**config.mk**
```make
export PLATFORM = sky130hd
export DESIGN_NAME = calc_key_entry_flat
export DESIGN_NICKNAME = d
export VERILOG_FILES = /design/src/rtl/calc_key_entry_if.sv /design/src/rtl/calc_key_entry.sv /design/src/flat_wrapper.sv
export SDC_FILE = /design/constraint.sdc
export NUM_CORES = 1
export LEC_CHECK = 0
export BUFFER_PORTS_ARGS = -buffer_cell sky130_fd_sc_hd__buf_2
export CAP_MARGIN = 20
export CORE_ASPECT_RATIO = 0.7
export CORE_MARGIN = 2
export CORE_UTILIZATION = 55
export DETAILED_ROUTE_END_ITERATION = 6
export GPL_TIMING_DRIVEN = 0
export PLACE_DENSITY = 0.84
export SYNTH_ARGS = -nofsm -noshare
export SYNTH_HDL_FRONTEND = slang
export SYNTH_SLANG_ARGS = --single-unit
```
**constraint.sdc**
```tcl
create_clock -name i_clk -period 3.11 [get_ports i_clk]
set_input_delay 0 -clock i_clk [delete_from_list [all_inputs] [get_ports i_clk]]
set_output_delay 0 -clock i_clk [all_outputs]
set_load 0.01 [all_outputs]
```
**src/rtl/calc_key_entry_if.sv**
```systemverilog
// ----------------------------------------------------------------------------
// calc_key_entry_if
//   Token handshake between the operand-entry front end and the calculator
//   core. One token is {operand, op}, moved with a valid/ready handshake.
//
//   Signals
//     out_valid    producer -> consumer   token available
//     out_ready    consumer -> producer   consumer accepts token this cycle
//     out_operand  producer -> consumer   operand, unsigned binary, WIDTH bits
//     out_op       producer -> consumer   index of the op switch that closed it
//
//   Modports
//     master : token producer (calc_key_entry)
//     slave  : token consumer (calculator core)
// ----------------------------------------------------------------------------
interface calc_key_entry_if #(
    parameter int WIDTH = 16
);
    logic             out_valid;
    logic             out_ready;
    logic [WIDTH-1:0] out_operand;
    logic [2:0]       out_op;

    modport master (
        output out_valid,
        output out_operand,
        output out_op,
        input  out_ready
    );

    modport slave (
        input  out_valid,
        input  out_operand,
        input  out_op,
        output out_ready
    );
endinterface

```
**src/rtl/calc_key_entry.sv**
```systemverilog
// ----------------------------------------------------------------------------
// calc_key_entry
//   Operand-entry front end of the integer calculator. Synchronises and
//   debounces ten digit buttons and eight op switches, turns each clean press
//   into a one-cycle pulse, accumulates decimal digits into a binary operand
//   and hands {operand, op} tokens to the core over a valid/ready handshake.
//
//   Parameters
//     DEBOUNCE_CYCLES  consecutive stable-high samples before a press counts
//     MAX_DIGITS       maximum decimal digits per operand (<= 7)
//     WIDTH            operand width; must hold 10^MAX_DIGITS-1
//
//   Ports
//     i_clk            system clock
//     i_rst_n          asynchronous reset, active-low
//     i_digit_btn[9:0] raw digit buttons, bit i = digit i
//     i_op_btn[7:0]    raw op switches, bit j = op j
//     o_tok            token handshake (master side of calc_key_entry_if)
//     o_entry_value    running accumulator for the display path
//     o_digit_count    digits entered so far, 0..MAX_DIGITS
//     o_digit_ovf      sticky: a digit was dropped because MAX_DIGITS was hit
//
//   Optional feature (macro KEY_ECHO_EN)
//     o_key_stb        one-cycle strobe per accepted press (digit or op)
//     o_key_code[4:0]  0..9 for a digit, 16+j for op j
// ----------------------------------------------------------------------------
module calc_key_entry #(
    parameter int DEBOUNCE_CYCLES = 4,
    parameter int MAX_DIGITS      = 4,
    parameter int WIDTH           = 16
) (
    input  logic                  i_clk,
    input  logic                  i_rst_n,
    input  logic [9:0]            i_digit_btn,
    input  logic [7:0]            i_op_btn,
    calc_key_entry_if.master      o_tok,
    output logic [WIDTH-1:0]      o_entry_value,
    output logic [2:0]            o_digit_count,
    output logic                  o_digit_ovf
`ifdef KEY_ECHO_EN
    ,
    output logic                  o_key_stb,
    output logic [4:0]            o_key_code
`endif
);

    localparam int NBTN = 18;
    localparam int CW   = (DEBOUNCE_CYCLES > 1) ? $clog2(DEBOUNCE_CYCLES) : 1;

    // ------------------------------------------------------------------
    // Input path: 2-flop synchroniser, then per-button debounce counter.
    // Digits occupy bits 0..9, ops bits 10..17.
    // ------------------------------------------------------------------
    logic [NBTN-1:0] w_raw;
    logic [NBTN-1:0] r_sync1;
    logic [NBTN-1:0] r_sync2;
    logic [NBTN-1:0] w_pulse;

    assign w_raw = {i_op_btn, i_digit_btn};

    always_ff @(posedge i_clk or negedge i_rst_n) begin
        if (!i_rst_n) begin
            r_sync1 <= '0;
            r_sync2 <= '0;
        end else begin
            r_sync1 <= w_raw;
            r_sync2 <= r_sync1;
        end
    end

    generate
        for (genvar gi = 0; gi < NBTN; gi++) begin : g_deb
            logic [CW-1:0] r_cnt;
            logic          r_clean;
            logic          r_pulse;
            logic          w_clean_next;

            // The counter saturates at DEBOUNCE_CYCLES-1; the next high sample
            // after that is the DEBOUNCE_CYCLES-th one, so the clean level
            // rises on it. Any low sample clears everything at once.
            assign w_clean_next = r_sync2[gi] &&
                                  (r_clean || (r_cnt == CW'(DEBOUNCE_CYCLES - 1)));

            always_ff @(posedge i_clk or negedge i_rst_n) begin
                if (!i_rst_n) begin
                    r_cnt   <= '0;
                    r_clean <= 1'b0;
                    r_pulse <= 1'b0;
                end else begin
                    if (!r_sync2[gi]) begin
                        r_cnt <= '0;
                    end else if (r_cnt != CW'(DEBOUNCE_CYCLES - 1)) begin
                        r_cnt <= r_cnt + CW'(1);
                    end
                    r_clean <= w_clean_next;
                    r_pulse <= w_clean_next && !r_clean;
                end
            end

            assign w_pulse[gi] = r_pulse;
        end
    endgenerate

    // ------------------------------------------------------------------
    // Priority: lowest-index digit, lowest-index op; an op beats a digit.
    // ------------------------------------------------------------------
    logic       w_dig_hit;
    logic       w_op_hit;
    logic [3:0] w_dig;
    logic [2:0] w_op;

    always_comb begin
        w_dig = 4'd0;
        for (int i = 9; i >= 0; i--) begin
            if (w_pulse[i]) w_dig = 4'(i);
        end
        w_op = 3'd0;
        for (int j = 7; j >= 0; j--) begin
            if (w_pulse[10 + j]) w_op = 3'(j);
        end
    end

    assign w_dig_hit = |w_pulse[9:0];
    assign w_op_hit  = |w_pulse[17:10];

    // ------------------------------------------------------------------
    // Accumulator step. acc*10+d truncated to WIDTH equals the same sum
    // evaluated modulo 2^WIDTH, so the shift-add form stays at WIDTH bits.
    // ------------------------------------------------------------------
    logic [WIDTH-1:0] r_acc;
    logic [WIDTH-1:0] w_acc_next;

    assign w_acc_next = (r_acc << 3) + (r_acc << 1) + WIDTH'(w_dig);

    // ------------------------------------------------------------------
    // Entry FSM with registered outputs.
    // ------------------------------------------------------------------
    typedef enum logic [1:0] {
        ST_IDLE  = 2'd0,
        ST_ENTRY = 2'd1,
        ST_HOLD  = 2'd2
    } state_t;

    state_t           r_state;
    logic [2:0]       r_count;
    logic             r_ovf;
    logic             r_valid;
    logic [WIDTH-1:0] r_operand;
    logic [2:0]       r_op;
`ifdef KEY_ECHO_EN
    logic             r_key_stb;
    logic [4:0]       r_key_code;
`endif

    always_ff @(posedge i_clk or negedge i_rst_n) begin
        if (!i_rst_n) begin
            r_state   <= ST_IDLE;
            r_acc     <= '0;
            r_count   <= '0;
            r_ovf     <= 1'b0;
            r_valid   <= 1'b0;
            r_operand <= '0;
            r_op      <= '0;
`ifdef KEY_ECHO_EN
            r_key_stb  <= 1'b0;
            r_key_code <= '0;
`endif
        end else begin
`ifdef KEY_ECHO_EN
            r_key_stb <= 1'b0;
`endif
            case (r_state)
                ST_IDLE, ST_ENTRY: begin
                    if (w_op_hit) begin
                        // IDLE always holds acc=0, so this also covers the
                        // "operand 0 from IDLE" case.
                        r_operand <= r_acc;
                        r_op      <= w_op;
                        r_valid   <= 1'b1;
                        r_acc     <= '0;
                        r_count   <= '0;
                        r_ovf     <= 1'b0;
                        r_state   <= ST_HOLD;
`ifdef KEY_ECHO_EN
                        r_key_stb  <= 1'b1;
                        r_key_code <= {2'b10, w_op};
`endif
                    end else if (w_dig_hit) begin
                        if (r_count < 3'(MAX_DIGITS)) begin
                            r_acc   <= w_acc_next;
                            r_count <= r_count + 3'd1;
                            r_state <= ST_ENTRY;
`ifdef KEY_ECHO_EN
                            r_key_stb  <= 1'b1;
                            r_key_code <= {1'b0, w_dig};
`endif
                        end else begin
                            r_ovf <= 1'b1;
                        end
                    end
                end
                ST_HOLD: begin
                    // Token held stable; presses ignored until accepted.
                    if (r_valid && o_tok.out_ready) begin
                        r_valid <= 1'b0;
                        r_state <= ST_IDLE;
                    end
                end
                default: begin
                    r_state <= ST_IDLE;
                end
            endcase
        end
    end

    assign o_tok.out_valid   = r_valid;
    assign o_tok.out_operand = r_operand;
    assign o_tok.out_op      = r_op;
    assign o_entry_value     = r_acc;
    assign o_digit_count     = r_count;
    assign o_digit_ovf       = r_ovf;
`ifdef KEY_ECHO_EN
    assign o_key_stb         = r_key_stb;
    assign o_key_code        = r_key_code;
`endif

endmodule

```
**src/flat_wrapper.sv**
```systemverilog
// flat-port wrapper written by rule: the top's interface ports become plain ports
module calc_key_entry_flat 
#(
    parameter int DEBOUNCE_CYCLES = 4,
    parameter int MAX_DIGITS      = 4,
    parameter int WIDTH           = 16
)
  (i_clk, i_rst_n, i_digit_btn, i_op_btn, o_entry_value, o_digit_count, o_digit_ovf, o_tok_out_valid, o_tok_out_operand, o_tok_out_op, o_tok_out_ready);
  calc_key_entry_if #(.WIDTH(WIDTH)) o_tok_i ();
  input  logic i_clk;
  input  logic i_rst_n;
  input  logic [9:0] i_digit_btn;
  input  logic [7:0] i_op_btn;
  output logic [WIDTH-1:0] o_entry_value;
  output logic [2:0] o_digit_count;
  output logic o_digit_ovf;
  output wire logic [$bits(o_tok_i.out_valid)-1:0] o_tok_out_valid;
  output wire logic [$bits(o_tok_i.out_operand)-1:0] o_tok_out_operand;
  output wire logic [$bits(o_tok_i.out_op)-1:0] o_tok_out_op;
  input wire logic [$bits(o_tok_i.out_ready)-1:0] o_tok_out_ready;
  assign o_tok_out_valid = o_tok_i.out_valid;
  assign o_tok_out_operand = o_tok_i.out_operand;
  assign o_tok_out_op = o_tok_i.out_op;
  assign o_tok_i.out_ready = o_tok_out_ready;
  calc_key_entry #(.DEBOUNCE_CYCLES(DEBOUNCE_CYCLES), .MAX_DIGITS(MAX_DIGITS), .WIDTH(WIDTH)) u_core (.i_clk(i_clk), .i_rst_n(i_rst_n), .i_digit_btn(i_digit_btn), .i_op_btn(i_op_btn), .o_tok(o_tok_i), .o_entry_value(o_entry_value), .o_digit_count(o_digit_count), .o_digit_ovf(o_digit_ovf));
endmodule
```
* Word-level counts from Yosys, hierarchy flattened
Cells that the tools add are included.
Word-level totals: bits in registers 150, output and inout port bits 40, word-level logic and storage cells 302, bits of input ports 21
Cells by class: add/sub/neg operators 21, reduce and logical (&&, ||, !) cells 85, muxes and demuxes 71, magnitude comparators 1, equal/unequal tests 61
Operators with widths (count):
- 2-to-1 mux 2 bit | 40
- != test 2 bit (second input constant) | 36
- 2-to-1 mux 16 bit | 3
- 2-to-1 mux 4 bit | 10
- == test 2 bit (second input constant) | 19
- logical AND 1 bit | 37
- adder 2 x 1 -> 2 bit (second input constant) | 18
- 2-to-1 mux 3 bit | 11
- zero test 1 bit | 18
- logical OR 1 bit | 18
- adder 16 bit | 1
- adder 16 x 4 -> 16 bit | 1
- AND reduction 3 bit | 4
- OR reduction 10 bit | 1
- OR reduction 8 bit | 1
- != test 2 x 1 -> 1 bit (second input constant) | 3
- != test 3 x 1 -> 1 bit (second input constant) | 2
- nonzero test 2 bit | 3
- 2-to-1 mux 1 bit | 5
- one-hot mux 2 bit (2 select lines) | 1
- adder 3 x 1 -> 3 bit (second input constant) | 1
- < comparator 3 bit (second input constant) | 1
- == test 2 x 1 -> 1 bit (second input constant) | 1
- zero test 2 bit | 1
- 3 further kinds | 3

* Logic depth before layout (Yosys ltp)
word-level depth 14, mapped depth 14, mapped depth without buffers 14

* Worst setup path before layout
No wires, ideal clock.
path kind register -> register, start point register u_core.g_deb[7].r_pulse, end point register u_core.r_acc[12] (netlist: u_core.o_entry_value[12]), data arrival time 2.671 ns, clock period less this slack 2.792 ns, buffers on the path 0, stages on the path, launching flop included 13, setup time 0.122 ns, path slack 0.318 ns, data required time 2.988 ns, cells stage by stage dfrtp_1 nor4_4 nor2b_1 ha_1 ha_1 inv_1 fa_1 nand2b_1 a21oi_1 o311a_1 o21ai_1 a21o_1 a32o_1
On the way: longest elaborated chain between the ends 12, elaborated cells on any way between the ends 15, those cells by class 1 x add/sub; 11 x mux; 3 x reduce/logical
Ends and longest elaborated chain:
- start: declaration | RTL line calc_key_entry.sv:75 | logic r_pulse;
- start signal: assignment | RTL line calc_key_entry.sv:96 | r_pulse <= w_clean_next && !r_clean;
- 2-to-1 mux 4 bit (8 in series) | RTL line calc_key_entry.sv:115 | if (w_pulse[i]) w_dig = 4'(i);
- adder 16 x 4 -> 16 bit | RTL line calc_key_entry.sv:133 | assign w_acc_next = (r_acc << 3) + (r_acc << 1) + WIDTH'(w_dig);
- 2-to-1 mux 16 bit | RTL line calc_key_entry.sv:189 | if (r_count < 3'(MAX_DIGITS)) begin
- 2-to-1 mux 16 bit | RTL line calc_key_entry.sv:188 | end else if (w_dig_hit) begin
- 2-to-1 mux 16 bit | RTL line calc_key_entry.sv:174 | if (w_op_hit) begin
- end signal: assignment | RTL line calc_key_entry.sv:190 | r_acc <= w_acc_next;
- end: declaration | RTL line calc_key_entry.sv:130 | logic [WIDTH-1:0] r_acc;
Several ways; a longest one is shown, not always the timed one. The select of a mux whose other input is x is not followed. A chain may end at the register's enable or synchronous reset.

* Worst setup path after layout
start point register u_core.g_deb[7].r_pulse, end point register u_core.r_acc[14] (netlist: u_core.o_entry_value[14])
The elaborated chain is that of the path after synthesis.

==> metrics.md <==
| Metric | Value |
|---|---|
| Status | `finished, final reports clean` |
| # IOs | `61` |
| Yosys top cell area share | `0.592` |
| Initial core utilization | `0.570` |
| Syn Nets | `594` |
| Final setup fails | `0` |
| R2R depth | `12` |
| Number of global-route vias before repair | `4360` |
| Post-DP HPWL | `7.89 mm` |
| Final wirelength | `11.9 mm` |
| Die Wd | `132 um` |
| Worst EP arrival | `3.28 ns` |
| Crit path launch type | `register` |
| Mapped Cells | `526` |
| Total CTS buffers | `17` |
| Max Clk Rate | `337 MHz` |
| Root buf cell | `clkbuf_16` |
| Top cells by area, synth | `dfrtp_1 (59%), ha_1 (8.9%), nand2_1 (5.1%)` |
| Post-detailed-route wirelength per cell | `14.9 um` |
| RSZ-0062 raised after global routing | `yes` |
| Die Ht | `93.9 um` |
| Worst Setup SP | `u_core.g_deb[7].r_pulse$_DFF_PN0_` |
| Largest net degree at the start of global routing | `78` |
| Max Cap Violations | `0` |
| Fin area | `0.00778 sq mm` |
| Ys async rst share | `1.00` |
| Final ANT Viol Nets | `0` |
| Later-pin clock latency in the skew report | `0.42 ns` |
| Post-synth EDFFs | `0` |
| Tcrit/Tclk final | `0.954` |
| Worst Path Required | `3.42 ns` |
| Worst hold path type | `in -> async` |
| Final worst slack | `0.143 ns` |
| Crit path max fanout | `4` |
| P&R area growth vs syn | `22.6%` |
| Synth Register Bits | `150` |
| Fill count | `809` |
| GRT Util Overall | `0.212` |
| Cell Area, Placed | `0.00687 sq mm` |
| Share of cells above drive strength 1 | `0.187` |
| Syn Std Cell Area | `0.00634 sq mm` |
| Final std cells w/o fill | `796` |
| Synth top cells by count | `dfrtp_1 (150), nand2_1 (86), ha_1 (45)` |
| Reg2reg start | `u_core.g_deb[7].r_pulse$_DFF_PN0_` |
| Power Total | `6.67 mW` |
| Cell Rows | `32` |
| Core area | `0.0111 sq mm` |
| Nets | `699` |
| # DRC | `0` |
| Clock tree buffer depth | `2` |
| Starting DRT DRC Count | `231` |
| Critical Path End Type | `register` |
| Clock skew | `0.00905 ns` |
| Final core utilization | `0.699` |
| Most instantiated library cell after synthesis | `dfrtp_1` |
| Fin. Hold Viols | `0` |
| Largest area contributor in the netlist | `dfrtp_1` |
| Count of different cell masters after synthesis | `44` |
| Fin. max-slew vios | `0` |
| Clk slew on worst S/H paths | `0.06 ns` |
| Worst-Margin Slew | `0.691 ns` |
| VDD IR-drop max | `487 uV` |
| CTS tree | `yes` |
| Yosys warnings | `0` |
| Inst Count DP | `740` |
| WS Path Type | `reg -> reg` |
| Max H-tree Level | `4` |
| First-pass GRT wire length | `20.4 mm` |
| Period minus WS final | `2.97 ns` |
| Vias | `4152` |
| GP Congestion | `0.901` |
| Port Buffers | `60` |
| Die ar. | `0.0124 sq mm` |
| Grt ovf | `0` |
| Max_slew headroom | `0.540` |
| P_leak | `3.95 nW` |
| Routed vias/inst | `5.22` |
| Synth Flop Type | `dfrtp_1` |
| Power density over cell area | `858 mW/mm^2` |
| Register area share after synthesis | `0.592` |
| Initial antenna violation count | `0` |
| CTS sink cnt | `150` |
| Avg Cell Area, Syn | `12.1 sq um` |
| Post-place setup slack | `-0.0120 ns` |
| Initial DRT Pass Iterations | `4` |
| Antenna diodes | `0` |
[where the power goes]
part	switching, mW	internal (mW)	total, mW	leakage (nW)
registers	0.313	2.33	2.64	1.95
logic	1.04	0.784	1.82	1.70
clock network	0.801	1.41	2.21	0.307
total	2.15	4.52	6.67	3.95
[layout by cell type, fill, tap and decap left out, types with 12 or more instances in the layout]
cell type and instances:
nor2b_1 19, and2_1 19, nor2_1 31, inv_1 12, buf_2 62, a21oi_1 14, clkbuf_16 17, nand2_1 86
xnor2_1 21, dlygate4sd3_1 20, ha_1 45, mux2i_1 18, dfrtp_1 150, o21a_1 18
[what timing repair did]
action,in CTS,in global routing
hold buffers,20,0
buffers inserted,1,4
pin swaps,1,10
endpoints found under the hold margin,95,0
gates resized for setup,0,10
setup endpoints to repair,1,4
[sequential cells by signal (all words and copies together) (netlist names)]
signal / flops
u_core.r_state: 2
u_core.g_deb.r_cnt: 36
u_core.o_tok.out_op: 3
u_core.g_deb.r_clean: 18
u_core.g_deb.r_pulse: 18
u_core.o_tok.out_valid: 1
u_core.o_entry_value: 16
u_core.o_digit_ovf: 1
u_core.o_tok.out_operand: 16
u_core.r_sync1: 18
u_core.r_sync2: 18
u_core.o_digit_count: 3
[stage by stage]
stage / TNS (ns) / hold slack, ns
4_1_cts: 0 / 0.196
2_1_floorplan: 0 / -0.296
3_3_place_gp: 0 / 0.108
6_report: 0 / 0.176
3_5_place_dp: -0.0120 / 0.0708
5_1_grt: -0.108 / 0.208
[per-layer routing]
layer,routed length [um],GRT usage,vias up
met5,0,0,-
met4,157,0.0842,0
met3,562,0.0583,13
met2,5960,0.366,101
met1,5170,0.257,2035
li1,-,-,2003
[worst paths after layout]
path,end,slack (ns)
worst max-delay path,u_core.o_entry_value[14]$_DFFE_PN0P_,0.14
worst min-delay path,u_core.g_deb[15].r_clean$_DFF_PN0_,0.18
worst max register to register,u_core.o_entry_value[14]$_DFFE_PN0P_,0.14
worst min register to register,u_core.r_sync2[3]$_DFF_PN0_,0.35
max in group asynchronous,u_core.g_deb[8].r_cnt[1]$_DFFE_PN0P_,2.16
min in group i_clk,u_core.r_sync1[1]$_DFF_PN0_,0.22
[worst max-delay path: stages, from the launching register on]
cell,delay (ns)
dfrtp_1,0.40
nor4_4,0.35
nand2_1,0.13
nor2_2,0.16
fa_1,0.44
inv_2,0.07
fa_2,0.20
nand2b_4,0.15
a21oi_4,0.06
o311a_1,0.34
a221oi_2,0.29
xor2_1,0.17
o21ai_1,0.09
[cell families (layout without fill, tap and decap cells)]
logic type	Yosys count	count (layout)	share of synthesized area
AND/OR/NAND/NOR	182	182	0.143
AO/OA/AOI/OAI	81	81	0.0892
flip-flops	150	150	0.592
buffers and inverters	19	136	0.0130
adder cells (fa/ha/maj)	47	47	0.0951
multiplexers	18	18	0.0284
XOR/XNOR	29	29	0.0400
[area by class of cell]
cell class | count | area (sq um) | area share
Buffer | 6 | 33.8 | 0.00434
Clock buffer | 21 | 470 | 0.0605
Clock inverter | 10 | 166 | 0.0214
Inverter | 13 | 48.8 | 0.00627
Multi-Input combinational cell | 357 | 2540 | 0.327
Sequential cell | 150 | 3750 | 0.482
Tap cell | 153 | 191 | 0.0246
Timing Repair Buffer | 86 | 572 | 0.0735
(Power assumes the default switching activity.)
